[src/rtl/spectral_peak_picker_pkg.sv]
// Shared types and width constants for the spectral peak picker.
package spectral_peak_pkg;
  localparam int DEF_NFFT       = 256;
  localparam int DEF_AMP_WIDTH  = 32;
  localparam int DEF_NUM_BANDS  = 8;
  localparam int DEF_TIME_WIDTH = 32;

  localparam int BIN_W    = $clog2(DEF_NFFT);
  localparam int BAND_W   = $clog2(DEF_NUM_BANDS);
  localparam int BAND_LEN = DEF_NFFT / DEF_NUM_BANDS;

  typedef enum logic [1:0] {IDLE, SCAN, DRAIN} state_t;

  typedef struct packed {
    logic [BAND_W-1:0]        band;
    logic [BIN_W-1:0]         bin;
    logic [DEF_AMP_WIDTH-1:0] amplitude;
  } peak_rec_t;
endpackage

[src/rtl/spectral_peak_picker_tracker.sv]
// Running max/argmax for one band at a time; best_* include the bin being offered this cycle.
module band_max_tracker
  import spectral_peak_pkg::*;
(
  input  logic                     clk,
  input  logic                     rst,
  input  logic                     en,
  input  logic                     load,
  input  logic [BIN_W-1:0]         bin,
  input  logic [DEF_AMP_WIDTH-1:0] amplitude,
  output logic [BIN_W-1:0]         best_bin,
  output logic [DEF_AMP_WIDTH-1:0] best_amplitude
);
  logic [BIN_W-1:0]         max_bin;
  logic [DEF_AMP_WIDTH-1:0] max_amp;
  logic                     take;

  // strict compare keeps the lowest index on ties
  assign take           = en && (load || amplitude > max_amp);
  assign best_bin       = take ? bin : max_bin;
  assign best_amplitude = take ? amplitude : max_amp;

  always_ff @(posedge clk or posedge rst) begin
    if (rst) begin
      max_bin <= '0;
      max_amp <= '0;
    end else begin
      max_bin <= best_bin;
      max_amp <= best_amplitude;
    end
  end
endmodule

[src/rtl/spectral_peak_picker.sv]
// Per-band peak picker over a serialised magnitude frame.
// Optional PEAK_THRESHOLD_EN skips band records below peak_threshold.
module spectral_peak_picker
  import spectral_peak_pkg::*;
#(
  parameter int NFFT       = DEF_NFFT,
  parameter int AMP_WIDTH  = DEF_AMP_WIDTH,
  parameter int NUM_BANDS  = DEF_NUM_BANDS,
  parameter int TIME_WIDTH = DEF_TIME_WIDTH
) (
  input  logic                         clk,
  input  logic                         reset,
  input  logic                         bin_valid,
  output logic                         bin_ready,
  input  logic                         bin_first,
  input  logic                         bin_last,
  input  logic [AMP_WIDTH-1:0]         bin_amplitude,
`ifdef PEAK_THRESHOLD_EN
  input  logic [AMP_WIDTH-1:0]         peak_threshold,
`endif
  output logic                         peak_valid,
  input  logic                         peak_ready,
  output logic [$clog2(NUM_BANDS)-1:0] peak_band,
  output logic [$clog2(NFFT)-1:0]      peak_bin,
  output logic [AMP_WIDTH-1:0]         peak_amplitude,
  output logic [TIME_WIDTH-1:0]        peak_time,
  output logic                         frame_done,
  output logic                         frame_error
);
  // record struct is sized from the package, so the parameters must agree with it
  if (NFFT != DEF_NFFT || AMP_WIDTH != DEF_AMP_WIDTH || NUM_BANDS != DEF_NUM_BANDS)
  begin : g_bad_cfg
    $error("spectral_peak_picker parameters differ from spectral_peak_pkg defaults");
  end

  state_t                     state;
  logic [BIN_W-1:0]           idx;
  logic [BAND_W-1:0]          ptr;
  logic [TIME_WIDTH-1:0]      frame_cnt;
  logic [NUM_BANDS-1:0]       keep_q;
  peak_rec_t [NUM_BANDS-1:0]  band_q;
  peak_rec_t [NUM_BANDS-1:0]  band_view;
  logic [NUM_BANDS-1:0]       keep_view;

  logic                       in_frame, restart_err, last_err, at_end;
  logic                       first_of_band, last_of_band, wr_en, enter_drain, xfer;
  logic [BIN_W-1:0]           cur_idx;
  logic [BAND_W-1:0]          cur_band;
  logic [BIN_W-1:0]           trk_bin;
  logic [AMP_WIDTH-1:0]       trk_amp;
  peak_rec_t                  new_rec;
  logic [NUM_BANDS-1:0]       search_mask;
  int                         search_start;
  logic                       nxt_found;
  logic [BAND_W-1:0]          nxt_band;

  assign in_frame      = bin_valid && bin_ready && (state == SCAN || (state == IDLE && bin_first));
  assign cur_idx       = bin_first ? '0 : idx;
  assign at_end        = cur_idx == BIN_W'(NFFT - 1);
  assign last_err      = bin_last != at_end;
  assign restart_err   = state == SCAN && bin_first;
  assign first_of_band = (cur_idx & BIN_W'(BAND_LEN - 1)) == '0;
  assign last_of_band  = (cur_idx & BIN_W'(BAND_LEN - 1)) == BIN_W'(BAND_LEN - 1);
  assign cur_band      = cur_idx[BIN_W-1 -: BAND_W];
  assign wr_en         = in_frame && last_of_band && !last_err;
  assign enter_drain   = in_frame && at_end && !last_err;
  assign xfer          = state == DRAIN && peak_valid && peak_ready;

  band_max_tracker u_tracker (
    .clk            (clk),
    .rst            (reset),
    .en             (in_frame),
    .load           (first_of_band),
    .bin            (cur_idx),
    .amplitude      (bin_amplitude),
    .best_bin       (trk_bin),
    .best_amplitude (trk_amp)
  );

  assign new_rec = '{band: cur_band, bin: trk_bin, amplitude: trk_amp};

  // the last band is written on the same edge DRAIN is entered, so bypass it
  always_comb begin
    for (int b = 0; b < NUM_BANDS; b++) begin
      band_view[b] = (wr_en && cur_band == BAND_W'(b)) ? new_rec : band_q[b];
`ifdef PEAK_THRESHOLD_EN
      keep_view[b] = band_view[b].amplitude >= peak_threshold;
`else
      keep_view[b] = 1'b1;
`endif
    end
  end

  assign search_mask  = enter_drain ? keep_view : keep_q;
  assign search_start = enter_drain ? 0 : int'(ptr) + 1;

  always_comb begin
    nxt_found = 1'b0;
    nxt_band  = '0;
    for (int i = NUM_BANDS - 1; i >= 0; i--) begin
      if (i >= search_start && search_mask[i]) begin
        nxt_found = 1'b1;
        nxt_band  = BAND_W'(i);
      end
    end
  end

  assign peak_time = frame_cnt;

  always_ff @(posedge clk or posedge reset) begin
    if (reset) begin
      state          <= IDLE;
      idx            <= '0;
      ptr            <= '0;
      frame_cnt      <= '0;
      keep_q         <= '0;
      band_q         <= '0;
      bin_ready      <= 1'b1;
      peak_valid     <= 1'b0;
      peak_band      <= '0;
      peak_bin       <= '0;
      peak_amplitude <= '0;
      frame_done     <= 1'b0;
      frame_error    <= 1'b0;
    end else begin
      frame_done  <= 1'b0;
      frame_error <= 1'b0;
      if (wr_en) band_q[cur_band] <= new_rec;
      case (state)
        IDLE, SCAN: begin
          if (in_frame) begin
            frame_error <= restart_err || last_err;
            if (last_err) begin
              state <= IDLE;
            end else if (at_end) begin
              keep_q <= keep_view;
              if (nxt_found) begin
                state          <= DRAIN;
                bin_ready      <= 1'b0;
                peak_valid     <= 1'b1;
                ptr            <= nxt_band;
                peak_band      <= band_view[nxt_band].band;
                peak_bin       <= band_view[nxt_band].bin;
                peak_amplitude <= band_view[nxt_band].amplitude;
              end else begin
                state      <= IDLE;
                frame_done <= 1'b1;
                frame_cnt  <= frame_cnt + 1'b1;
              end
            end else begin
              state <= SCAN;
              idx   <= cur_idx + 1'b1;
            end
          end
        end
        DRAIN: begin
          if (xfer) begin
            if (nxt_found) begin
              ptr            <= nxt_band;
              peak_band      <= band_q[nxt_band].band;
              peak_bin       <= band_q[nxt_band].bin;
              peak_amplitude <= band_q[nxt_band].amplitude;
            end else begin
              state      <= IDLE;
              peak_valid <= 1'b0;
              bin_ready  <= 1'b1;
              frame_done <= 1'b1;
              frame_cnt  <= frame_cnt + 1'b1;
            end
          end
        end
        default: state <= IDLE;
      endcase
    end
  end
endmodule

[config.mk]
export PLATFORM = sky130hd
export DESIGN_NAME = spectral_peak_picker
export DESIGN_NICKNAME = d
export VERILOG_FILES = /design/src/rtl/spectral_peak_picker_pkg.sv /design/src/rtl/spectral_peak_picker_tracker.sv /design/src/rtl/spectral_peak_picker.sv
export SDC_FILE = /design/constraint.sdc
export NUM_CORES = 1
export LEC_CHECK = 0
export ABC_AREA = 1
export BUFFER_PORTS_ARGS = -buffer_cell sky130_fd_sc_hd__clkbuf_2
export CAP_MARGIN = 10
export CORE_MARGIN = 4
export CORE_UTILIZATION = 45
export CTS_BUF_LIST = sky130_fd_sc_hd__clkbuf_2
export CTS_CLUSTER_DIAMETER = 200
export DETAILED_ROUTE_END_ITERATION = 10
export SLEW_MARGIN = 20
export SYNTH_ARGS = -nofsm -noshare
export SYNTH_HDL_FRONTEND = slang
export SYNTH_SLANG_ARGS = --single-unit
[constraint.sdc]
create_clock -name clk -period 25.1 [get_ports clk]
set_input_delay 1.255 -clock clk [delete_from_list [all_inputs] [get_ports clk]]
set_output_delay 1.255 -clock clk [all_outputs]
set_load 0.03 [all_outputs]
==> metrics.md <==
| Metric | Value |
|---|---|
| Register area | `between 10000 and 15000 um2` |
| Share of cells above drive strength 1 | `0.138` |
| Mean post-synth cell area | `7.78 um2` |
| Crit-path cells | `inv_1 -> nor2_1 -> ha_1 -> inv_1 -> nor3_1 -> and3_1 -> nand2_1 -> ha_1 -> inv_1 -> nand2_1 -> nor2_4 -> inv_2 -> nand3_4 -> inv_2 -> buf_4 -> o21ai_0 -> o221ai_1 -> o31ai_1 -> o21ai_1` |
| Endpoints failing setup | `0` |
| Nets | `3276` |
| # rows | `84` |
| Combinational power share | `0.180` |
| P&R area growth vs syn | `9.93%` |
| Total GRT Usage | `0.280` |
| Clock-pin slew on the worst setup and hold paths | `0.10 ns` |
| Slew Viols, Final | `0` |
| Crit path time final | `slightly above 5 ns` |
| Top cells by area, synth | `dfrtp_1 (50%), nand3_1 (18%), nand2_1 (17%)` |
| Hpwl dp | `42.4 mm` |
| CTS root buf | `clkbuf_2` |
| CTS sink count | `477` |
| Crit path arrival time | `roughly 6.4 ns` |
| Critical path endpoint category | `flip-flop` |
| Detailed-router iteration count before antenna repair | `6` |
| Switching power total | `597 uW` |
| Final Instance Area | `26200 um2` |
| Initial Util | `0.454` |
| CTS tree | `done` |
| Final Hold Viols | `0` |
| Number of I/O pins | `117` |
| Maximum fanout along the worst path | `41` |
| Worst Hold Class | `in -> reg` |
| Post-synth EDFFs | `0` |
| MaxCap Viol Count | `0` |
| Sw Share | `0.345` |
| Unrepaired setup endpoints after global routing | `no` |
| Area share of the largest cell type after synthesis | `0.500` |
| Relative slew margins | `0.264` |
| Worst Path Required | `26.34 ns` |
| P_leak | `0.0156 uW` |
| Placed cell areas | `~25000 um2` |
| Wire length of the first global-routing pass | `124 mm` |
| Crit start category | `flip-flop` |
| Via count | `around 22k` |
| # fillers | `5155` |
| RePlAce Congestion | `~0.84` |
| Clock latency on the worst-skew pair | `~1.4 ns` |
| Fmax | `195 MHz` |
| Initial antenna violation count | `2` |
| Cell mode on critical path | `inv_1` |
| Top-count cell post-synth | `nand2_1` |
| Largest net degree at the start of global routing | `153` |
| Die ar. | `between 50000 and 60000 um2` |
| Post-synthesis cell count | `3061` |
| Pwr dens | `66.1 nW/um2` |
| Crit-path slowest cell | `inv_2` |
| Drt wl/cell | `19.9 um` |
| Vias in the first global route | `~22k` |
| R2R Setup Slk | `19.96 ns` |
| Leading area contributor after synthesis | `dfrtp_1` |
| DRC Markers | `0` |
| Post_cts resized | `0` |
| Post-DRT Antenna Nets | `0` |
| Synth warn | `0` |
| Netlist cell types | `45` |
| Post-synthesis cell area | `23800 um2` |
| Clock share of power | `0.351` |
| Worst slew pin tran | `1.10 ns` |
| Worst vdd ir | `around 0.040 mV` |
| Input/output buffers | `116` |
| GRT overflow | `0` |
| Area of the multi-input gates | `10500 um2` |
| Post-CTS Setup Repair Bufs | `0` |
| CORE AREA | `52400 um2` |
| DIE HEIGHT | `approximately 240 um` |
| Register bit count reported by yosys | `477` |
| H-Tree Depth | `4` |
| PnR Total Power | `1730 uW` |
| Sequential power share | `0.469` |
| Avg Vias per Cell | `approximately 5.6` |
| Die width | `238 um` |
| Setup TNS | `0 ns` |
| Worst setup skew after layout | `0.0928 ns` |
| Commonest cells post-synth | `nand2_1 (1073), nand3_1 (859), dfrtp_1 (476)` |
| Async SR Flop Fraction | `1.00` |
| Cells after DPL | `approximately 3.7k` |
| DRT iter0 DRCs | `just over 2k` |
| Clock buffer depth | `3` |
| Synthesized Nets | `3137` |
| Register area share after synthesis | `0.501` |
| Final cell count without fillers | `3977` |
| Int Power | `1130 uW` |
| Period utilization | `0.205` |
| Num CTS Buffers | `137` |
| Final WL | `between 70 and 80 mm` |
| Top_reg_cell synth | `dfrtp_1` |
| CP Class | `reg -> reg` |
| Status | `completed` |
| Max stage delay on crit path | `1.01 ns` |
-- worst max-delay path, delay by kind of cell (launching register included) --
kind	cells	cell delay (ns)
DFF	1	0.36
AOI/OAI and AO/OA	4	0.66
buffers and inverters	6	2.03
and+or+nand+nor	7	1.40
adders and majority gates	2	0.51
-- placed cells by master, fill, tap and decap left out, types with 2 or more instances in the layout --
cell / netlist / routed
nor3_1: 14 / 14
nand4_1: 9 / 9
xnor2_1: 9 / 9
clkinv_1: 0 / 16
nor2_2: 7 / 3
ha_1: 38 / 38
inv_1: 190 / 188
nand2_2: 40 / 40
o21a_1: 3 / 3
o21ai_0: 20 / 20
diode_2: 0 / 3
and3_1: 2 / 2
xor2_1: 23 / 23
bufinv_16: 0 / 5
and2_1: 3 / 3
inv_2: 11 / 11
o22ai_1: 2 / 2
nor2_4: 2 / 6
a21o_1: 3 / 3
dfrtp_1: 476 / 476
buf_4: 13 / 31
clkinvlp_4: 0 / 6
nand3_4: 1 / 3
or2_2: 19 / 19
nor4_1: 2 / 2
clkinv_4: 0 / 3
nor2_1: 57 / 57
nand3_1: 859 / 859
nor3_4: 1 / 5
a21boi_0: 6 / 6
nand2_1: 1073 / 1073
a21oi_1: 18 / 18
a31o_2: 2 / 2
clkbuf_2: 0 / 311
-- timing repair --
action / 4_1_cts / 5_1_grt
endpoints found under the hold margin: 23 / 0
setup endpoints to repair: 0 / 0
hold buffers: 1 / 0
-- stage by stage --
stage          worst slack (ns)  hold WS (ns)   util
2_1_floorplan             10.54         0.423      -
3_3_place_gp              19.07         0.437  0.475
3_5_place_dp              18.98         0.444  0.475
4_1_cts                   20.03        0.0442  0.499
5_1_grt                   19.61         0.125  0.499
6_report                  19.96         0.186  0.499
-- power by group through the flow --
| stage | Sequential (uW) | Combinational, uW | Clock (uW) |
|---|---|---|---|
| 5_1_grt | 814 | 347 | 666 |
| 3_5_place_dp | 826 | 306 | 0 |
| 4_1_cts | 811 | 307 | 625 |
| 6_report | 811 | 310 | 607 |
| 3_3_place_gp | 825 | 301 | 0 |
| 2_1_floorplan | 825 | 216 | 0 |
-- path summary, 6_finish.rpt --
path / start / end / cells after the start
max: idx[0] / peak_band[2] / 19
max in group asynchronous: reset / band_q[23] / 5
min in group asynchronous: reset / band_q[88] / 3
min: bin_valid / state[0] / 4
min reg2reg: band_q[257] / band_q[257] / 1
max reg2reg: idx[0] / peak_band[2] / 19
-- area by class of cell --
cell class / instances / area share
Timing Repair Buffer: 150 / 0.0327
Clock inverter: 30 / 0.0108
Tap cell: 688 / 0.0329
Multi-Input combinational cell: 2233 / 0.401
Sequential cell: 477 / 0.456
Antenna cell: 3 / 0.000287
Clock buffer: 195 / 0.0373
Inverter: 201 / 0.0292
-- kinds of logic after synthesis --
| group | synth area share |
|---|---|
| and+or+nand+nor | 0.390 |
| DFF | 0.501 |
| buffers and inverters | 0.0610 |
| AOI/OAI and AO/OA | 0.0155 |
| adders and majority gates | 0.0200 |
| xor gates and xnor gates | 0.0118 |
-- routing by layer --
layer  up-vias  routed length [um]  global-route usage
li1      10300                   -                   -
met1     10600               32700               0.365
met2      1033               36700               0.452
met3       232                6660              0.0629
met4         0                3030               0.121
met5         -                   0                   0
-- state kept, by name, indices dropped and copies added (netlist names), 2 cells and up --
signal / flops
idx: 8
ptr: 3
peak_amplitude: 32
band_q: 344
u_tracker.max_bin: 8
state: 2
u_tracker.max_amp: 32
peak_band: 3
peak_bin: 8
peak_time: 32
(Power assumes the default switching activity.)
